==> config.mk <==
export PLATFORM = sky130hd
export DESIGN_NAME = imem_boot_loader
export DESIGN_NICKNAME = d
export VERILOG_FILES = /design/src/rtl/mips_boot_pkg.sv /design/src/rtl/boot_word_packer.sv /design/src/rtl/imem_boot_loader.sv
export SDC_FILE = /design/constraint.sdc
export NUM_CORES = 1
export LEC_CHECK = 0
export ABC_AREA = 1
export BUFFER_PORTS_ARGS = -buffer_cell sky130_fd_sc_hd__buf_2
export CORE_MARGIN = 4
export CORE_UTILIZATION = 58
export CTS_CLUSTER_SIZE = 28
export DETAILED_ROUTE_END_ITERATION = 12
export GPL_TIMING_DRIVEN = 1
export PLACE_DENSITY = 0.81
export SLEW_MARGIN = 5
export SYNTH_ARGS = -nofsm -noshare
export SYNTH_HDL_FRONTEND = slang
export SYNTH_SLANG_ARGS = --single-unit
==> constraint.sdc <==
create_clock -name clock -period 5.7 [get_ports clock]
set_clock_uncertainty 0.15 [all_clocks]
set_input_delay 0 -clock clock [delete_from_list [all_inputs] [get_ports clock]]
set_output_delay 0 -clock clock [all_outputs]
set_load 0.01 [all_outputs]
==> src/rtl/mips_boot_pkg.sv <==
// Shared types and frame constants for the instruction-memory boot loader.
package mips_boot_pkg;

  localparam int unsigned BYTE_W    = 8;
  localparam int unsigned WORD_W    = 32;
  localparam int unsigned ADDR_W    = 32;
  localparam int unsigned CNT_W     = 16;
  localparam int unsigned DEPTH_DEF = 256;

  localparam logic [BYTE_W-1:0] SYNC_BYTE_DEF = 8'hA5;
  localparam logic [ADDR_W-1:0] BASE_ADDR_DEF = 32'h0;

  typedef enum logic [2:0] {
    ST_IDLE,
    ST_CNT_HI,
    ST_CNT_LO,
    ST_PAYLOAD,
    ST_CSUM,
    ST_DONE,
    ST_ERROR
  } boot_state_t;

endpackage

==> src/rtl/boot_word_packer.sv <==
// Assembles four MSB-first bytes into a 32-bit word; flags the 4th byte combinationally.
module boot_word_packer
  import mips_boot_pkg::*;
(
  input  logic              clock,
  input  logic              reset,
  input  logic [BYTE_W-1:0] byte_in,
  input  logic              load,
  input  logic              clear,
  output logic [WORD_W-1:0] word_c,
  output logic              word_full_c
);

  logic [23:0] sh_q, sh_d;
  logic [1:0]  cnt_q, cnt_d;

  // Completed word includes the byte being accepted this cycle
  assign word_c      = {sh_q, byte_in};
  assign word_full_c = load && (cnt_q == 2'd3);

  always_comb begin
    sh_d  = sh_q;
    cnt_d = cnt_q;
    if (clear) begin
      sh_d  = '0;
      cnt_d = '0;
    end else if (load) begin
      sh_d  = {sh_q[15:0], byte_in};
      cnt_d = cnt_q + 2'd1;
    end
  end

  always_ff @(posedge clock or posedge reset) begin
    if (reset) begin
      sh_q  <= '0;
      cnt_q <= '0;
    end else begin
      sh_q  <= sh_d;
      cnt_q <= cnt_d;
    end
  end

endmodule

==> src/rtl/imem_boot_loader.sv <==
// Framed byte-stream loader writing instruction words; holds the core in reset until a valid image lands.
module imem_boot_loader
  import mips_boot_pkg::*;
#(
  parameter int unsigned       DEPTH_WORDS = DEPTH_DEF,
  parameter logic [ADDR_W-1:0] BASE_ADDR   = BASE_ADDR_DEF,
  parameter logic [BYTE_W-1:0] SYNC_BYTE   = SYNC_BYTE_DEF
) (
  input  logic              clock,
  input  logic              reset,
  input  logic              rx_valid,
  input  logic [BYTE_W-1:0] rx_data,
  output logic              rx_ready,
  output logic              imem_we,
  output logic [ADDR_W-1:0] imem_addr,
  output logic [WORD_W-1:0] imem_wdata,
  output logic              cpu_hold,
  output logic              done,
  output logic              error
);

  boot_state_t       state_q, state_d;
  logic [BYTE_W-1:0] cnt_hi_q, cnt_hi_d;
  logic [CNT_W-1:0]  n_q, n_d;
  logic [CNT_W-1:0]  word_cnt_q, word_cnt_d;
  logic [BYTE_W-1:0] csum_q, csum_d;
  logic              we_q, we_d;
  logic [ADDR_W-1:0] addr_q, addr_d;
  logic [WORD_W-1:0] wdata_q, wdata_d;
  logic              rx_ready_q, rx_ready_d;
  logic              done_q, done_d;
  logic              error_q, error_d;
  logic              cpu_hold_q, cpu_hold_d;

  logic              accept;
  logic              pack_load;
  logic              pack_clear;
  logic [WORD_W-1:0] pack_word_c;
  logic              pack_full_c;
  logic [CNT_W-1:0]  n_c;

  assign accept     = rx_valid && rx_ready_q;
  assign pack_load  = accept && (state_q == ST_PAYLOAD);
  assign pack_clear = (state_q != ST_PAYLOAD);
  assign n_c        = {cnt_hi_q, rx_data};

  boot_word_packer u_packer (
    .clock       (clock),
    .reset       (reset),
    .byte_in     (rx_data),
    .load        (pack_load),
    .clear       (pack_clear),
    .word_c      (pack_word_c),
    .word_full_c (pack_full_c)
  );

  always_comb begin
    state_d    = state_q;
    cnt_hi_d   = cnt_hi_q;
    n_d        = n_q;
    word_cnt_d = word_cnt_q;
    csum_d     = csum_q;
    we_d       = 1'b0;
    addr_d     = addr_q;
    wdata_d    = wdata_q;

    // Address advances once the current write has been presented
    if (we_q) addr_d = addr_q + 32'd4;

    case (state_q)
      ST_IDLE: begin
        if (accept && (rx_data == SYNC_BYTE)) state_d = ST_CNT_HI;
      end
      ST_CNT_HI: begin
        if (accept) begin
          cnt_hi_d = rx_data;
          state_d  = ST_CNT_LO;
        end
      end
      ST_CNT_LO: begin
        if (accept) begin
          n_d        = n_c;
          word_cnt_d = '0;
          csum_d     = '0;
          if (32'(n_c) > DEPTH_WORDS) state_d = ST_ERROR;
          else if (n_c == '0)         state_d = ST_CSUM;
          else                        state_d = ST_PAYLOAD;
        end
      end
      ST_PAYLOAD: begin
        if (accept) begin
          csum_d = csum_q ^ rx_data;
          if (pack_full_c) begin
            we_d       = 1'b1;
            wdata_d    = pack_word_c;
            word_cnt_d = word_cnt_q + 16'd1;
            if (word_cnt_q == (n_q - 16'd1)) state_d = ST_CSUM;
          end
        end
      end
      ST_CSUM: begin
        if (accept) state_d = (rx_data == csum_q) ? ST_DONE : ST_ERROR;
      end
      ST_DONE:  state_d = ST_DONE;
      ST_ERROR: state_d = ST_ERROR;
      default:  state_d = ST_ERROR;
    endcase

    rx_ready_d = (state_d != ST_DONE) && (state_d != ST_ERROR);
    done_d     = (state_d == ST_DONE);
    error_d    = (state_d == ST_ERROR);
    cpu_hold_d = (state_d != ST_DONE);
  end

  always_ff @(posedge clock or posedge reset) begin
    if (reset) begin
      state_q    <= ST_IDLE;
      cnt_hi_q   <= '0;
      n_q        <= '0;
      word_cnt_q <= '0;
      csum_q     <= '0;
      we_q       <= 1'b0;
      addr_q     <= BASE_ADDR;
      wdata_q    <= '0;
      rx_ready_q <= 1'b1;
      done_q     <= 1'b0;
      error_q    <= 1'b0;
      cpu_hold_q <= 1'b1;
    end else begin
      state_q    <= state_d;
      cnt_hi_q   <= cnt_hi_d;
      n_q        <= n_d;
      word_cnt_q <= word_cnt_d;
      csum_q     <= csum_d;
      we_q       <= we_d;
      addr_q     <= addr_d;
      wdata_q    <= wdata_d;
      rx_ready_q <= rx_ready_d;
      done_q     <= done_d;
      error_q    <= error_d;
      cpu_hold_q <= cpu_hold_d;
    end
  end

  assign rx_ready   = rx_ready_q;
  assign imem_we    = we_q;
  assign imem_addr  = addr_q;
  assign imem_wdata = wdata_q;
  assign cpu_hold   = cpu_hold_q;
  assign done       = done_q;
  assign error      = error_q;

endmodule

* Yosys cells after proc, flatten, opt, wreduce, memory -nomap -nowiden
Cells that the tools add are included.
** Word-level totals
- Register bits :: 146
- Input bits :: 11
- Output and inout port bits :: 69
** Cells by class
- $add $sub $neg :: 4
- $lt $le $gt $ge :: 1
- Equal/unequal tests :: 17
- Multiplexer cells :: 25
- Bitwise operators :: 1
- Reduce and logical (&&, ||, !) cells :: 14
** Operators with widths (count)
- 16-bit two-way mux :: 3
- 24-bit two-way mux :: 2
- 32-bit by 3-bit adder with 32-bit output (second input constant) :: 1
- 16-bit case mux with 2 select lines :: 1
- 3-bit two-way mux :: 9
- 3-bit case mux with 6 select lines :: 1
- 16-bit by 1-bit adder with 16-bit output (second input constant) :: 1
- 16-bit equality test :: 1
- 16-bit by 9-bit greater-than comparator with 1-bit output (second input constant) :: 1
- 16-bit logical NOT :: 1
- 8-bit two-way mux :: 2
- 8-bit case mux with 2 select lines :: 1
- 16-bit by 1-bit subtractor with 16-bit output (second input constant) :: 1
- 3-bit equality test (second input constant) :: 4
- 8-bit equality test :: 1
- 8-bit equality test (second input constant) :: 1
- 8-bit bitwise XOR :: 1
- 3-bit by 2-bit equality test with 1-bit output (second input constant) :: 2
- 2-bit two-way mux :: 3
- 2-bit inequality test (second input constant) :: 3
- 3-bit inequality test (second input constant) :: 2
- 3-bit AND reduction :: 2
- 1-bit logical AND :: 5
- 2-bit AND reduction :: 2
- other kinds (8) :: 11

* Logic depth before layout (Yosys ltp)
Gate-level depths: netlist of run 1.
- Depth in word-level cells :: 8
- Depth in mapped cells :: 15
- Depth with buffers taken out :: 15

* Modules after synthesis
From an unflattened synthesis of run 1, not the netlist that was laid out.
** Unflattened totals
- Cell total of the unflattened synthesis :: 839
- Area, all modules :: 6949.2 sq um
** By module, submodules not included
- imem_boot_loader :: instances 1, cells each 713, area an instance 5816.8 sq um, sequential area each 2955.3 sq um
- boot_word_packer :: instances 1, cells each 126, area an instance 1132.3 sq um, sequential area each 650.6 sq um

* Worst setup path after synthesis of run 1
Ideal clock, no wire load.
- Kind :: reg-to-reg
- Start point :: register rx_ready_q, in the netlist rx_ready
- End point :: register word_cnt_q[14]
- Library setup time :: 0.123 ns
- Arrival :: 1.724 ns
- Required time :: 5.427 ns
- Path slack :: 3.703 ns
- Cell stages (with the launch flop) :: 12
- Path buffers :: 0
- Clock period less this slack :: 1.997 ns
- Path through :: dfstp_2 > nand2_1 > inv_2 > nand3_4 > nor2_2 > nand3_1 > nor2_1 > nand3_1 > nor2_1 > nand2_1 > o21ai_0 > a21oi_1
** Between the ends
- Word-level cells in the longest chain between the ends :: 5
- Elaborated cells between the ends (all ways) :: 7
** RTL lines
- start, declared :: RTL line imem_boot_loader.sv:30 : logic rx_ready_q, rx_ready_d;
- start signal, assigned :: RTL line imem_boot_loader.sv:138 : rx_ready_q <= rx_ready_d;
- 1-bit logical AND (*) :: RTL line imem_boot_loader.sv:42 : assign accept = rx_valid && rx_ready_q;
- 1-bit logical AND :: RTL line imem_boot_loader.sv:43 : assign pack_load = accept && (state_q == ST_PAYLOAD);
- 1-bit logical AND :: RTL line boot_word_packer.sv:19 : assign word_full_c = load && (cnt_q == 2'd3);
- 2-bit inequality test (no source line)
- 4-bit AND reduction (no source line) (*)
- end signal, assigned :: RTL line imem_boot_loader.sv:133 : word_cnt_q <= word_cnt_d;
- end, declared :: RTL line imem_boot_loader.sv:25 : logic [CNT_W-1:0] word_cnt_q, word_cnt_d;
Mark *: on every way between the ends. The rest lies on a longest branch, timed or not.
A chain may end at the register's enable or synchronous reset.

* Worst setup path after layout of run 1
- Start point :: register state_q[1]
- End point :: register rx_ready_q, in the netlist rx_ready
** Between the ends
- Word-level cells in the longest chain between the ends :: 8
- Elaborated cells between the ends (all ways) :: 19
** RTL lines
- start, declared :: RTL line imem_boot_loader.sv:22 : boot_state_t state_q, state_d;
- start signal, assigned :: RTL line imem_boot_loader.sv:130 : state_q <= state_d;
- 3-bit by 2-bit equality test with 1-bit output :: RTL line imem_boot_loader.sv:43, imem_boot_loader.sv:70
- 1-bit logical AND :: RTL line imem_boot_loader.sv:43
- 1-bit logical AND :: RTL line boot_word_packer.sv:19
- 3-bit two-way mux :: RTL line imem_boot_loader.sv:93 : if (pack_full_c) begin
- 3-bit two-way mux :: RTL line imem_boot_loader.sv:91 : if (accept) begin
- 3-bit case mux with 6 select lines (*) :: RTL line imem_boot_loader.sv:70 : case (state_q)
- named net state_d[1] :: RTL line imem_boot_loader.sv:22
- 3-bit inequality test :: RTL line imem_boot_loader.sv:109 : rx_ready_d = (state_d != ST_DONE) && (state_d != ST_ERROR);
- 1-bit logical AND (*) :: RTL line imem_boot_loader.sv:109
- named net rx_ready_d :: RTL line imem_boot_loader.sv:30
Mark *: on every way through the listed nets, which the timed path passes. The rest lies on a longest branch.

==> results of run 1 <==
kinds of logic (layout without fill, tap and decap cells):
kind of cell,after synthesis,after routing,synth area share (%)
XOR/XNOR,43,43,5.57
other,1,3,0.0554
adder cells (fa/ha/maj),4,4,0.740
flip-flops,144,144,53.3
AO/OA/AOI/OAI,115,115,9.32
buffers and inverters,118,219,6.75
AND/OR/NAND/NOR,374,374,24.3
tightest hold or removal path, delay by kind of cell:
| kind | cells | cell delay, ps |
|---|---|---|
| AO/OA/AOI/OAI | 2 | 180 |
| buffers and inverters | 1 | 100 |
| AND/OR/NAND/NOR | 3 | 330 |
Yosys cell counts (2+ instances only):
cell and instances:
dfrtp_1 142, nand4_1 10, nand3_1 45, xor2_1 28, nand3_2 2, inv_1 94
inv_2 5, ha_1 4, o21ai_0 76, o22ai_1 19, nor2_1 68, nand3b_1 4
a21oi_1 11, clkbuf_1 14, buf_4 3, nor3_1 9, dfstp_2 2, o21bai_2 2
nand2_2 3, nor2_4 3, nor4_1 4, nand2_1 208, buf_2 2, nor2_2 9
xnor2_1 15
cell usage in the layout (no fill, tap or decap), types with 2 or more instances in the layout:
master and n:
a21oi_1 11, buf_2 77, buf_4 2, bufinv_16 4, clkbuf_1 2, clkbuf_16 17
clkbuf_8 2, clkinvlp_4 2, conb_1 2, dfrtp_1 142, dfstp_2 2, dlygate4sd3_1 9
ha_1 4, inv_1 93, inv_2 5, inv_6 3, nand2_1 208, nand2_2 3
nand3_1 45, nand3_2 2, nand3b_1 4, nand4_1 10, nor2_1 68, nor2_2 9
nor2_4 3, nor3_1 9, nor4_1 4, o21ai_0 76, o21bai_2 2, o22ai_1 19
xnor2_1 15, xor2_1 28
registers in the layout (all words and copies together), names as in the netlist:
register	count
imem_we	1
imem_addr	30
done	1
rx_ready	1
u_packer.sh_q	24
csum_q	8
word_cnt_q	16
u_packer.cnt_q	2
imem_wdata	32
cnt_hi_q	8
n_q	16
error	1
state_q	3
cpu_hold	1
through the flow:
stage | util (%) | power [mW] | cell area (um2) | std cells | worst slack [ps]
final | 70.1 | 2.26 | 8000 | 1045 | 2570
after global routing | 70.1 | 2.33 | 8000 | 1045 | 2200
after detailed placement | 63.7 | 1.08 | 7270 | 1003 | 2600
after floorplan | - | 1.06 | 6770 | 800 | 1690
after CTS | 70.0 | 2.27 | 8000 | 1044 | 2580
after global placement | 63.7 | 1.08 | 7270 | 1003 | 2730
power groups by stage:
stage	logic [mW]	clock network, mW	registers [mW]
global route	0.0488	1.26	1.02
CTS	0.0436	1.21	1.02
global placement	0.0392	0	1.04
detailed placement	0.0390	0	1.04
finish	0.0426	1.20	1.02
floorplan	0.0230	0	1.04
per-layer routing:
metal  share of wire (%)  up-vias
li1                    -     2739
met3                 5.4       53
met1                  43     2673
met5                   0        -
met2                  48      179
met4                 3.7        0
worst paths after layout:
kind	startpoint	endpoint	slack, ps	cells past startpoint
max	state_q[1]$_DFF_PP0_	rx_ready$_DFF_PP1_	2570	10
min	rx_valid	word_cnt_q[0]$_DFFE_PP0P_	80	6
max reg2reg	state_q[1]$_DFF_PP0_	rx_ready$_DFF_PP1_	2570	10
min reg2reg	imem_addr[31]$_DFFE_PP0P_	imem_addr[31]$_DFFE_PP0P_	310	1
max in group asynchronous	reset	imem_addr[6]$_DFFE_PP0P_	4090	4
min in group asynchronous	reset	imem_wdata[10]$_DFFE_PP0P_	100	3
layout make-up:
class | instances | area (um2) | share of cell area (%)
Tap cell | 143 | 179 | 2.24
Antenna cell | 1 | 2.50 | 0.0313
Timing Repair Buffer | 88 | 490 | 6.13
Clock inverter | 11 | 178 | 2.22
Sequential cell | 144 | 3610 | 45.1
Multi-Input combinational cell | 538 | 2710 | 33.8
Clock buffer | 21 | 460 | 5.76
Inverter | 99 | 377 | 4.71
==> qor_table.md, run 1 <==
| Result | Value |
|---|---|
| Outcome | finished clean |
| Prevailing post-synth register cell | dfrtp_1 |
| CTS-repair resized insts | 0 |
| Clock Power Share | 52.9% |
| Initial drt markers | 418 |
| Hold violation total from the final report | 0 |
| Max-slew headroom | 30.3% |
| Initial core utilization | 59.3% |
| Count of cell types in the netlist | 42 |
| Final-stage net count | 903 |
| Ranking of synthesized cells by area | dfrtp_1, nand2_1, o21ai_0 |
| Vertical extent of the die | 116 um |
| Flop pwr share | 45.2% |
| Core region area | 11,400 um2 |
| Unrepaired setup endpoints after global routing | false |
| Layout cell share with drive strength beyond 1 | 15.9% |
| CTS Hold Buffers Added | 9 |
| Seq/Total Area, Yosys | 53.3% |
| CTS buffer count | 17 |
| Clock tree from TritonCTS | done |
| Clk_lat worst skew | 420 ps |
| Sum of buffers and inverters on the critical path | 0 |
| Crit-path cells | nand2_1 -> nor2_2 -> nand3_2 -> nor2_1 -> nand3_1 -> nor2_1 -> nand3_1 -> o21bai_2 -> nand2_1 -> o21bai_2 |
| Arrival time at the worst endpoint | 3340 ps |
| Internal power | 1.79 mW |
| Worst-Margin Slew | 1040 ps |
| Clock-pin slew reported for the worst setup and hold paths after clock tree synthesis | 60 ps |
| Number of flip-flops and latches in the synthesized netlist | 144 |
| Synth Warn # | 0 |
| Switching pwr | 0.469 mW |
| Setup TNS | 0 ps |
| Antenna Violating Nets Remaining | 0 |
| Routed WL per cell | 15.0 um |
| Clock H-tree levels | 4 |
| Maximum number of pins on one net before global-route repair | 86 |
| Pwr/cell area | 283 nW/um2 |
| Switching fraction of total power | 20.7% |
| GRT overflow | 0 |
| Avg Vias per Cell | 5.40 |
| Area of the mapped netlist | 6770 um2 |
| Crit start category | register |
| Average cell area after synthesis | 8.47 um2 |
| Number of enable-type register cells in the synthesized netlist | 0 |
| Residual DRC | 0 |
| Half-perimeter wire length after detailed placement | 10,600 um |
| Wire length of the first global-routing pass | 26,400 um |
| Share of the clock period used by the worst path after layout | 55.0% |
| Die Footprint | 13,500 um2 |
| Post-synth top area share | 52.5% |
| Routability-driven placement congestion ratio | 0.924 |
| IR Drop Worst-Case VDD | 235 uV |
| Clk sink count | 144 |
| Final-report max-slew violation count | 0 |
| Logic gate share of total power | 1.9% |
| Final setup violation count | 0 |
| Row Count | 39 |
| Clock Tree Root | clkbuf_16 |
| Met1 capacity usage during global routing | 32.9% |
| Layout Area Growth over Synthesis | 18.2% |
| Met2 layer usage reported by global route | 39.6% |
| Clk buf depth | 2 |
| Hold Slack | 80.8 ps |
| Total leakage power | 4.23 nW |
| Setup Crit Path Kind | register to register |
| Max FO, Critical Path | 62 |
| Max-cap viol count | 0 |
| Top Usage Layer GRT | met2 |
| Horizontal die dimension | 116 um |
| Setup Buffers After CTS | 0 |
| Cell type of the slowest stage on the worst timing path | nand3_2 |
| Cell family contributing the most delay on the critical path | simple AND/OR/NAND/NOR gates |
| Synth area leader | dfrtp_1 |
| Cells after Synth | 799 |
| Total Routed Length | 15,700 um |
| Number of input and output port buffers inserted | 77 |
| Number of top-level pins | 80 |
| Detailed-routing iteration count for the pre-antenna-repair pass | 5 |
| Worst stage delay on the critical path | 910 ps |
| Via count of the first global-routing pass | 5,541 |
| Filler instances | 889 |
| Type of destination of the critical path | register |
| Highest attainable clock frequency | 319 MHz |
| Async S/R FF share, synth | 100% |
| Count of vias placed by the detailed router | 5,644 |
| Minimum period implied by the final worst setup slack | 3130 ps |
| Worst hold-check path type | primary input to register |
| Number of antenna violations at the first check in global routing | 1 |
| Data required time of the worst path | 5910 ps |
| GRT Util Overall | 25.1% |
| Met3 Use GR | 5.64% |
(Power assumes the default switching activity.)
==> inputs of run 2 (changes only) <==
--- a/config.mk
+++ b/config.mk
@@ -5,14 +5,14 @@
 export SDC_FILE = /design/constraint.sdc
 export NUM_CORES = 1
 export LEC_CHECK = 0
-export ABC_AREA = 1
+export ABC_AREA = 0
 export BUFFER_PORTS_ARGS = -buffer_cell sky130_fd_sc_hd__buf_2
 export CORE_MARGIN = 4
 export CORE_UTILIZATION = 58
 export CTS_CLUSTER_SIZE = 28
 export DETAILED_ROUTE_END_ITERATION = 12
 export GPL_TIMING_DRIVEN = 1
-export PLACE_DENSITY = 0.81
+export PLACE_DENSITY = 0.82
 export SLEW_MARGIN = 5
 export SYNTH_ARGS = -nofsm -noshare
 export SYNTH_HDL_FRONTEND = slang
==> constraint.sdc (replaced) <==
create_clock -name clock -period 3 [get_ports clock]
set_clock_uncertainty 0.15 [all_clocks]
set_input_delay 0 -clock clock [delete_from_list [all_inputs] [get_ports clock]]
set_output_delay 0 -clock clock [all_outputs]
set_load 0.01 [all_outputs]
==> run 2 against run 1 <==
Sequential power up 150%. Utilization grew 1.4 points. Power rose by 150%.
==> qor_table.md, run 2 <==
| Result | Value |
|---|---|
| Total Routed Length | 14,600 um |
| Minimum period implied by the final worst setup slack | 2640 ps |
| Ranking of synthesized cells by area | dfrtp_1, mux2_2, xnor2_1 |
| Area fraction in and, or, nand and nor cells after synthesis | 16.1% |
| Worst-Margin Slew | 926 ps |
| Clock tree from TritonCTS | done |
| Share of the synthesized area in compound gates (AO/OA/AOI/OAI) | 7.41% |
| Clock Tree Root | clkbuf_16 |
| Setup Crit Path Kind | register to register |
| Final-stage net count | 714 |
| Crit-path cells | inv_2 -> or3_1 -> nor2_1 -> nand2_1 -> o21ai_1 -> dlygate4sd3_1 |
| Sequential Area | 3610 um2 |
| Detailed-routing iteration count for the pre-antenna-repair pass | 5 |
| Die Footprint | 13,200 um2 |
| GRT Util Overall | 23.4% |
| Clk_lat worst skew | 420 ps |
| Most used cells in the layout excluding fill and tap cells | dfrtp_1, nand2_1, buf_2, nor2_1, mux2_2 |
| Prevailing post-synth register cell | dfrtp_1 |
| Layout cell share with drive strength beyond 1 | 24.2% |
| Cell family contributing the most delay on the critical path | simple AND/OR/NAND/NOR gates |
| Number of input and output port buffers inserted | 77 |
| Avg Vias per Cell | 5.69 |
| Worst stage delay on the critical path | 550 ps |
| XOR/XNOR Fraction of Synth Area | 8.74% |
| Initial drt markers | 460 |
| Post-Place Worst Slack | 413 ps |
| Outcome | finished clean |
| Maximum number of pins on one net before global-route repair | 68 |
| Area of the mapped netlist | 6620 um2 |
| Via count of the first global-routing pass | 4,815 |
| Share of the clock period used by the worst path after layout | 88.0% |
| Clock H-tree levels | 4 |
| Largest family of logic cells by synthesized area | simple AND/OR/NAND/NOR gates |
| Highest attainable clock frequency | 379 MHz |
| Max-cap viol count | 0 |
| Cell type of the slowest stage on the worst timing path | dlygate4sd3_1 |
| Layout Area Growth over Synthesis | 18.5% |
| Top post-synthesis cells by count | dfrtp_1, nand2_1, nor2_1, mux2_2, xnor2_1 |
| R2r startpoint | state_q[0]$_DFF_PP0_ |
| Worst hold-check path type | primary input to async pin |
| GRT overflow | 0 |
| Unrepaired setup endpoints after global routing | false |
| Multiplexer fraction of the synthesized cell area | 9.53% |
| IR Drop Worst-Case VDD | 677 uV |
| Final setup violation count | 0 |
| Synthesized-area fraction occupied by adder cells | 0.756% |
| Setup TNS | 0 ps |
| Seq/Total Area, Yosys | 54.5% |
| Worst reg-to-reg path cell count | 6 |
| Type of destination of the critical path | register |
| Core region area | 11,000 um2 |
| Most common cell after layout, fill and taps aside | dfrtp_1 |
| CTS buffer count | 17 |
| Count of antenna diodes in the layout | 0 |
| Arrival time at the worst endpoint | 2850 ps |
| Pwr/cell area | 715 nW/um2 |
| Clk buf depth | 2 |
| Horizontal die dimension | 115 um |
| Clk sink count | 144 |
| Final-report max-slew violation count | 0 |
| Number of flip-flops and latches in the synthesized netlist | 144 |
| Antenna Violating Nets Remaining | 0 |
| Max FO, Critical Path | 8 |
| Filler instances | 762 |
| Fin cells | 852 |
| Placed cells | 809 |
| Max-slew headroom | 38.1% |
| Routed WL per cell | 17.1 um |
| Multi-input combinational cell area | 2830 um2 |
| R2R setup slack | 360 ps |
| Routability-driven placement congestion ratio | 0.942 |
| Row Count | 38 |
| Hold violation total from the final report | 0 |
| Count of cell types in the netlist | 60 |
| Number of antenna violations at the first check in global routing | 0 |
| Cells after Synth | 613 |
| Vertical extent of the die | 115 um |
| Synth Warn # | 0 |
| Residual DRC | 0 |
| Post-synth top area share | 53.7% |
| Average cell area after synthesis | 10.8 um2 |
| Initial core utilization | 60.3% |
| Total leakage power | 3.71 nW |
| Crit start category | register |
| Max reg flops | 32 |
| Number of enable-type register cells in the synthesized netlist | 0 |
| Sum of buffers and inverters on the critical path | 2 |
| Setup slack after layout | 361 ps |
| Synth area leader | dfrtp_1 |
| Count of vias placed by the detailed router | 4,847 |
| Half-perimeter wire length after detailed placement | 9660 um |
| Wire length of the first global-routing pass | 24,100 um |
| Async S/R FF share, synth | 100% |
| Share of the core filled with cells in the final layout | 71.4% |
| Data required time of the worst path | 3210 ps |
| Clock-pin slew reported for the worst setup and hold paths after clock tree synthesis | 60 ps |
| Most numerous cell in the Yosys netlist | dfrtp_1 |
| Number of top-level pins | 80 |
| Reg-to-Reg End | csum_q[1]$_DFFE_PP0P_ |
## run 2: area by class of cell
type                            instances  area share (%)
Clock inverter                         12            1.39
Sequential cell                       144            46.0
Timing Repair Buffer                   98            7.59
Tap cell                              140            2.23
Multi-Input combinational cell        423            36.1
Inverter                               15           0.766
Clock buffer                           20            5.95
## run 2: worst max path at each step
stage | slack (ps) | start | cells after the start | end
final | 360 | state_q[0]$_DFF_PP0_ | 6 | csum_q[1]$_DFFE_PP0P_
after global routing | 120 | n_q[0]$_DFFE_PP0P_ | 9 | rx_ready$_DFF_PP1_
after CTS | 380 | n_q[0]$_DFFE_PP0P_ | 9 | error$_DFF_PP0_
after detailed placement | 410 | n_q[0]$_DFFE_PP0P_ | 9 | error$_DFF_PP0_
after global placement | 460 | n_q[0]$_DFFE_PP0P_ | 9 | error$_DFF_PP0_
after floorplan | 660 | n_q[0]$_DFFE_PP0P_ | 9 | error$_DFF_PP0_
## run 2: cells by family (layout without fill, tap and decap cells)
kind of cell	Yosys count	count (layout)
muxes	56	56
buffers and inverters	47	145
other	1	2
adders and majority gates	4	4
AOI/OAI and AO/OA	84	84
DFF	144	144
xor gates and xnor gates	66	66
and+or+nand+nor	211	211
## run 2: repair_timing
action | 4_1_cts | 5_1_grt
hold buffers | 11 | 0
buffers inserted | 0 | 0
resized for setup | 0 | 0
endpoints found under the hold margin | 79 | 0
## run 2: per-stage QoR
step	power [mW]	instance area (um2)	hold WS, ps
2_1_floorplan	3.17	6630	151
3_3_place_gp	3.55	7160	78.4
3_5_place_dp	3.61	7160	85.1
4_1_cts	5.65	7840	184
5_1_grt	5.86	7840	239
6_report	5.61	7840	167
## run 2: worst min-delay path, cell delays in order
cell and delay, ps:
dlygate4sd3_1 530, buf_2 130, clkinvlp_4 600
## run 2: metal layers
| metal | global-route usage (%) | vias up | routed length [um] |
|---|---|---|---|
| li1 | - | 2283 | - |
| met1 | 31.1 | 2387 | 6490 |
| met2 | 37.1 | 149 | 7020 |
| met3 | 6.42 | 28 | 820 |
| met4 | 8.53 | 0 | 233 |
| met5 | 0 | - | 0 |
## run 2: where the power goes
group	internal (mW)	total, mW	switching [mW]
logic	0.516	1.05	0.538
registers	2.28	2.53	0.256
clock network	1.20	2.02	0.815
total	4.00	5.61	1.61
==> inputs of run 3 (changes only) <==
--- a/config.mk
+++ b/config.mk
@@ -12,8 +12,9 @@
 export CTS_CLUSTER_SIZE = 28
 export DETAILED_ROUTE_END_ITERATION = 12
 export GPL_TIMING_DRIVEN = 1
-export PLACE_DENSITY = 0.82
+export PLACE_DENSITY = 0.81
 export SLEW_MARGIN = 5
 export SYNTH_ARGS = -nofsm -noshare
 export SYNTH_HDL_FRONTEND = slang
+export SYNTH_HIERARCHICAL = 1
 export SYNTH_SLANG_ARGS = --single-unit
==> run 3 against run 2 <==
Count of clock-buffer cells in the layout stayed put. Area after synthesis grew 2.2%. Flip-flop and latch count unchanged. Clock power increased by 9.9%. Die area is 2.0% higher. Fmax down 6.5%. Highest routed layer unchanged. Synthesized cell count is 8.6% higher. Critical endpoint is now state_q[0]$_DFF_PP0_. Largest power group unchanged.
==> qor_table.md, run 3 <==
| Result | Value |
|---|---|
| Die Footprint | 13,400 um2 |
| Largest family of logic cells by synthesized area | simple AND/OR/NAND/NOR gates |
| Layout Area Growth over Synthesis | 18.1% |
| GRT overflow | 0 |
| Switching fraction of total power | 28.6% |
| Wire length of the first global-routing pass | 26,300 um |
| Synthesized-area fraction occupied by adder cells | 0.740% |
| Total leakage power | 3.99 nW |
| Maximum number of pins on one net before global-route repair | 62 |
| Placement Cell Area | 7250 um2 |
| Half-perimeter wire length after detailed placement | 10,600 um |
| Outcome | finished clean |
| Ranking of synthesized cells by area | dfrtp_1, nand2_1, xnor2_1 |
| Top post-synthesis cells by count | dfrtp_1, nand2_1, nor2_1, xnor2_1, xor2_1 |
| Number of flip-flops and latches in the synthesized netlist | 144 |
| Core region area | 11,400 um2 |
| Worst-Margin Slew | 958 ps |
| Seq/Total Area, Yosys | 53.3% |
| Number of antenna violations at the first check in global routing | 0 |
| Share of the clock period used by the worst path after layout | 94.1% |
| Average cell area after synthesis | 10.2 um2 |
| Max reg flops | 32 |
| Pwr/cell area | 722 nW/um2 |
| Type of destination of the critical path | register |
| Cell with the most instances on the worst path | nor4_1 |
| Most numerous cell in the Yosys netlist | dfrtp_1 |
| Multi-input combinational cell area | 2890 um2 |
| Initial drt markers | 417 |
| Most common cell after layout, fill and taps aside | dfrtp_1 |
| Area fraction in and, or, nand and nor cells after synthesis | 21.1% |
| Post-synth top area share | 52.6% |
| Data required time of the worst path | 3140 ps |
| Cells after Synth | 666 |
| Clock tree from TritonCTS | done |
| Cell type of the slowest stage on the worst timing path | dfstp_2 |
| CTS buffer count | 17 |
| Clock H-tree levels | 4 |
| Avg Vias per Cell | 5.67 |
| Final-report max-slew violation count | 0 |
| Number of top-level pins | 80 |
| Switching pwr | 1.65 mW |
| IR Drop Worst-Case VDD | 532 uV |
| Count of antenna diodes in the layout | 0 |
| Most used cells in the layout excluding fill and tap cells | dfrtp_1, nand2_1, buf_2, nor2_1, xnor2_1 |
| Crit start category | register |
| Setup Crit Path Kind | register to register |
| Highest attainable clock frequency | 354 MHz |
| Minimum period implied by the final worst setup slack | 2820 ps |
| GRT Util Overall | 25.2% |
| Max-slew headroom | 36.0% |
| Final-stage net count | 769 |
| Number of input and output port buffers inserted | 77 |
| Initial core utilization | 59.2% |
| Routed WL per cell | 16.9 um |
| Clk buf depth | 2 |
| Clock Power Share | 38.6% |
| Total Routed Length | 15,400 um |
| Antenna Violating Nets Remaining | 0 |
| Multiplexer fraction of the synthesized cell area | 7.68% |
| Clk sink count | 144 |
| Async S/R FF share, synth | 100% |
| Hold violation total from the final report | 0 |
| Clock Tree Root | clkbuf_16 |
| Residual DRC | 0 |
| Detailed-routing iteration count for the pre-antenna-repair pass | 5 |
| Clk_lat worst skew | 420 ps |
| Routability-driven placement congestion ratio | 0.975 |
| Max FO, Critical Path | 10 |
| Clock-pin slew reported for the worst setup and hold paths after clock tree synthesis | 60 ps |
| Sequential Area | 3610 um2 |
| Filler instances | 819 |
| Area of the mapped netlist | 6760 um2 |
| Vertical extent of the die | 116 um |
| Final setup violation count | 0 |
| Setup TNS | 0 ps |
| Horizontal die dimension | 116 um |
| Layout cell share with drive strength beyond 1 | 21.6% |
| Row Count | 39 |
| Final Power | 5.77 mW |
| Finished Cell Area | 7990 um2 |
| Worst hold-check path type | primary input to async pin |
| Logic gate share of total power | 17.4% |
| Flop pwr share | 44.0% |
| Prevailing post-synth register cell | dfrtp_1 |
| Worst stage delay on the critical path | 550 ps |
| Unrepaired setup endpoints after global routing | false |
| XOR/XNOR Fraction of Synth Area | 8.29% |
| Synth Warn # | 6 |
| Via count of the first global-routing pass | 5,183 |
| Share of the synthesized area in compound gates (AO/OA/AOI/OAI) | 4.64% |
| Internal power | 4.12 mW |
| Count of vias placed by the detailed router | 5,157 |
| Synth area leader | dfrtp_1 |
| Number of enable-type register cells in the synthesized netlist | 0 |
| Arrival time at the worst endpoint | 2960 ps |
| Crit-path cells | nand2_2 -> or2_1 -> inv_2 -> and2_1 -> inv_1 -> nor4_1 -> nand4_1 -> nor4_1 -> and4bb_1 -> o211ai_1 |
| Count of cell types in the netlist | 54 |
| Max-cap viol count | 0 |
==> run 3: timing repair <==
item | CTS | global route
hold endpoints to repair | 153 | 0
setup endpoints to repair | 0 | 2
buffers inserted | 0 | 0
gates resized for setup | 0 | 1
hold buffers | 10 | 0
==> run 3: power by group through the flow <==
stage	Sequential (mW)	Clock (mW)	Combinational (mW)
after floorplan	2.63	0	0.494
after global placement	2.55	0	0.952
after detailed placement	2.56	0	0.995
after CTS	2.53	2.25	1.02
after global routing	2.58	2.35	1.13
final	2.54	2.22	1.00
==> run 3: logic make-up (layout without fill, tap and decap cells) <==
family | after synthesis | in the layout
and+or+nand+nor | 300 | 300
DFF | 144 | 144
xor gates and xnor gates | 64 | 64
AOI/OAI and AO/OA | 53 | 53
buffers and inverters | 51 | 151
muxes | 49 | 49
adders and majority gates | 4 | 4
other | 1 | 2
==> run 3: metrics by stage <==
step / hold WS [ps] / instances / util [%] / worst slack [ps]
finish: 66.8 / 910 / 69.9 / 177
global route: 120 / 910 / 69.9 / 15.0
CTS: 78.5 / 910 / 69.9 / 232
detailed placement: -30.2 / 868 / 63.5 / 240
global placement: -53.0 / 868 / 63.5 / 354
floorplan: -110 / 667 / - / -8.65
==> run 3: worst max-delay path: cells and delay by family (launching register included) <==
kind / cells / cell delay, ps
AO/OA/AOI/OAI: 1 / 100
buffers and inverters: 2 / 160
flip-flops: 1 / 550
AND/OR/NAND/NOR: 7 / 1740
==> run 3: path summary, 6_finish.rpt <==
| kind | startpoint | to | slack [ps] | cells past startpoint |
|---|---|---|---|---|
| max in group asynchronous | reset | cpu_hold$_DFF_PP1_ | 1780 | 4 |
| worst max-delay path | rx_ready$_DFF_PP1_ | state_q[0]$_DFF_PP0_ | 180 | 10 |
| min in group clock | rx_data[0] | imem_wdata[0]$_DFFE_PP0P_ | 310 | 4 |
| worst min register to register | u_packer/sh_q[23]$_DFFE_PP0P_ | imem_wdata[31]$_DFFE_PP0P_ | 320 | 2 |
| worst max register to register | rx_ready$_DFF_PP1_ | state_q[0]$_DFF_PP0_ | 180 | 10 |
| worst min-delay path | reset | imem_wdata[27]$_DFFE_PP0P_ | 70 | 3 |
==> run 3: layout make-up <==
cell class	instances	area share [%]
multi-input combinational	472	36.2
tap	143	2.24
inverter	16	0.799
timing repair buffer	103	7.74
sequential	144	45.2
clock buffer	20	5.59
clock inverter	12	2.27
==> run 3: layer usage <==
| layer | share of wire [%] | vias up | track usage [%] |
|---|---|---|---|
| li1 | - | 2412 | - |
| met3 | 6.5 | 33 | 4.86 |
| met1 | 44 | 2530 | 35.2 |
| met2 | 47 | 182 | 39.4 |
| met4 | 2.6 | 0 | 9.90 |
| met5 | 0 | - | 0 |
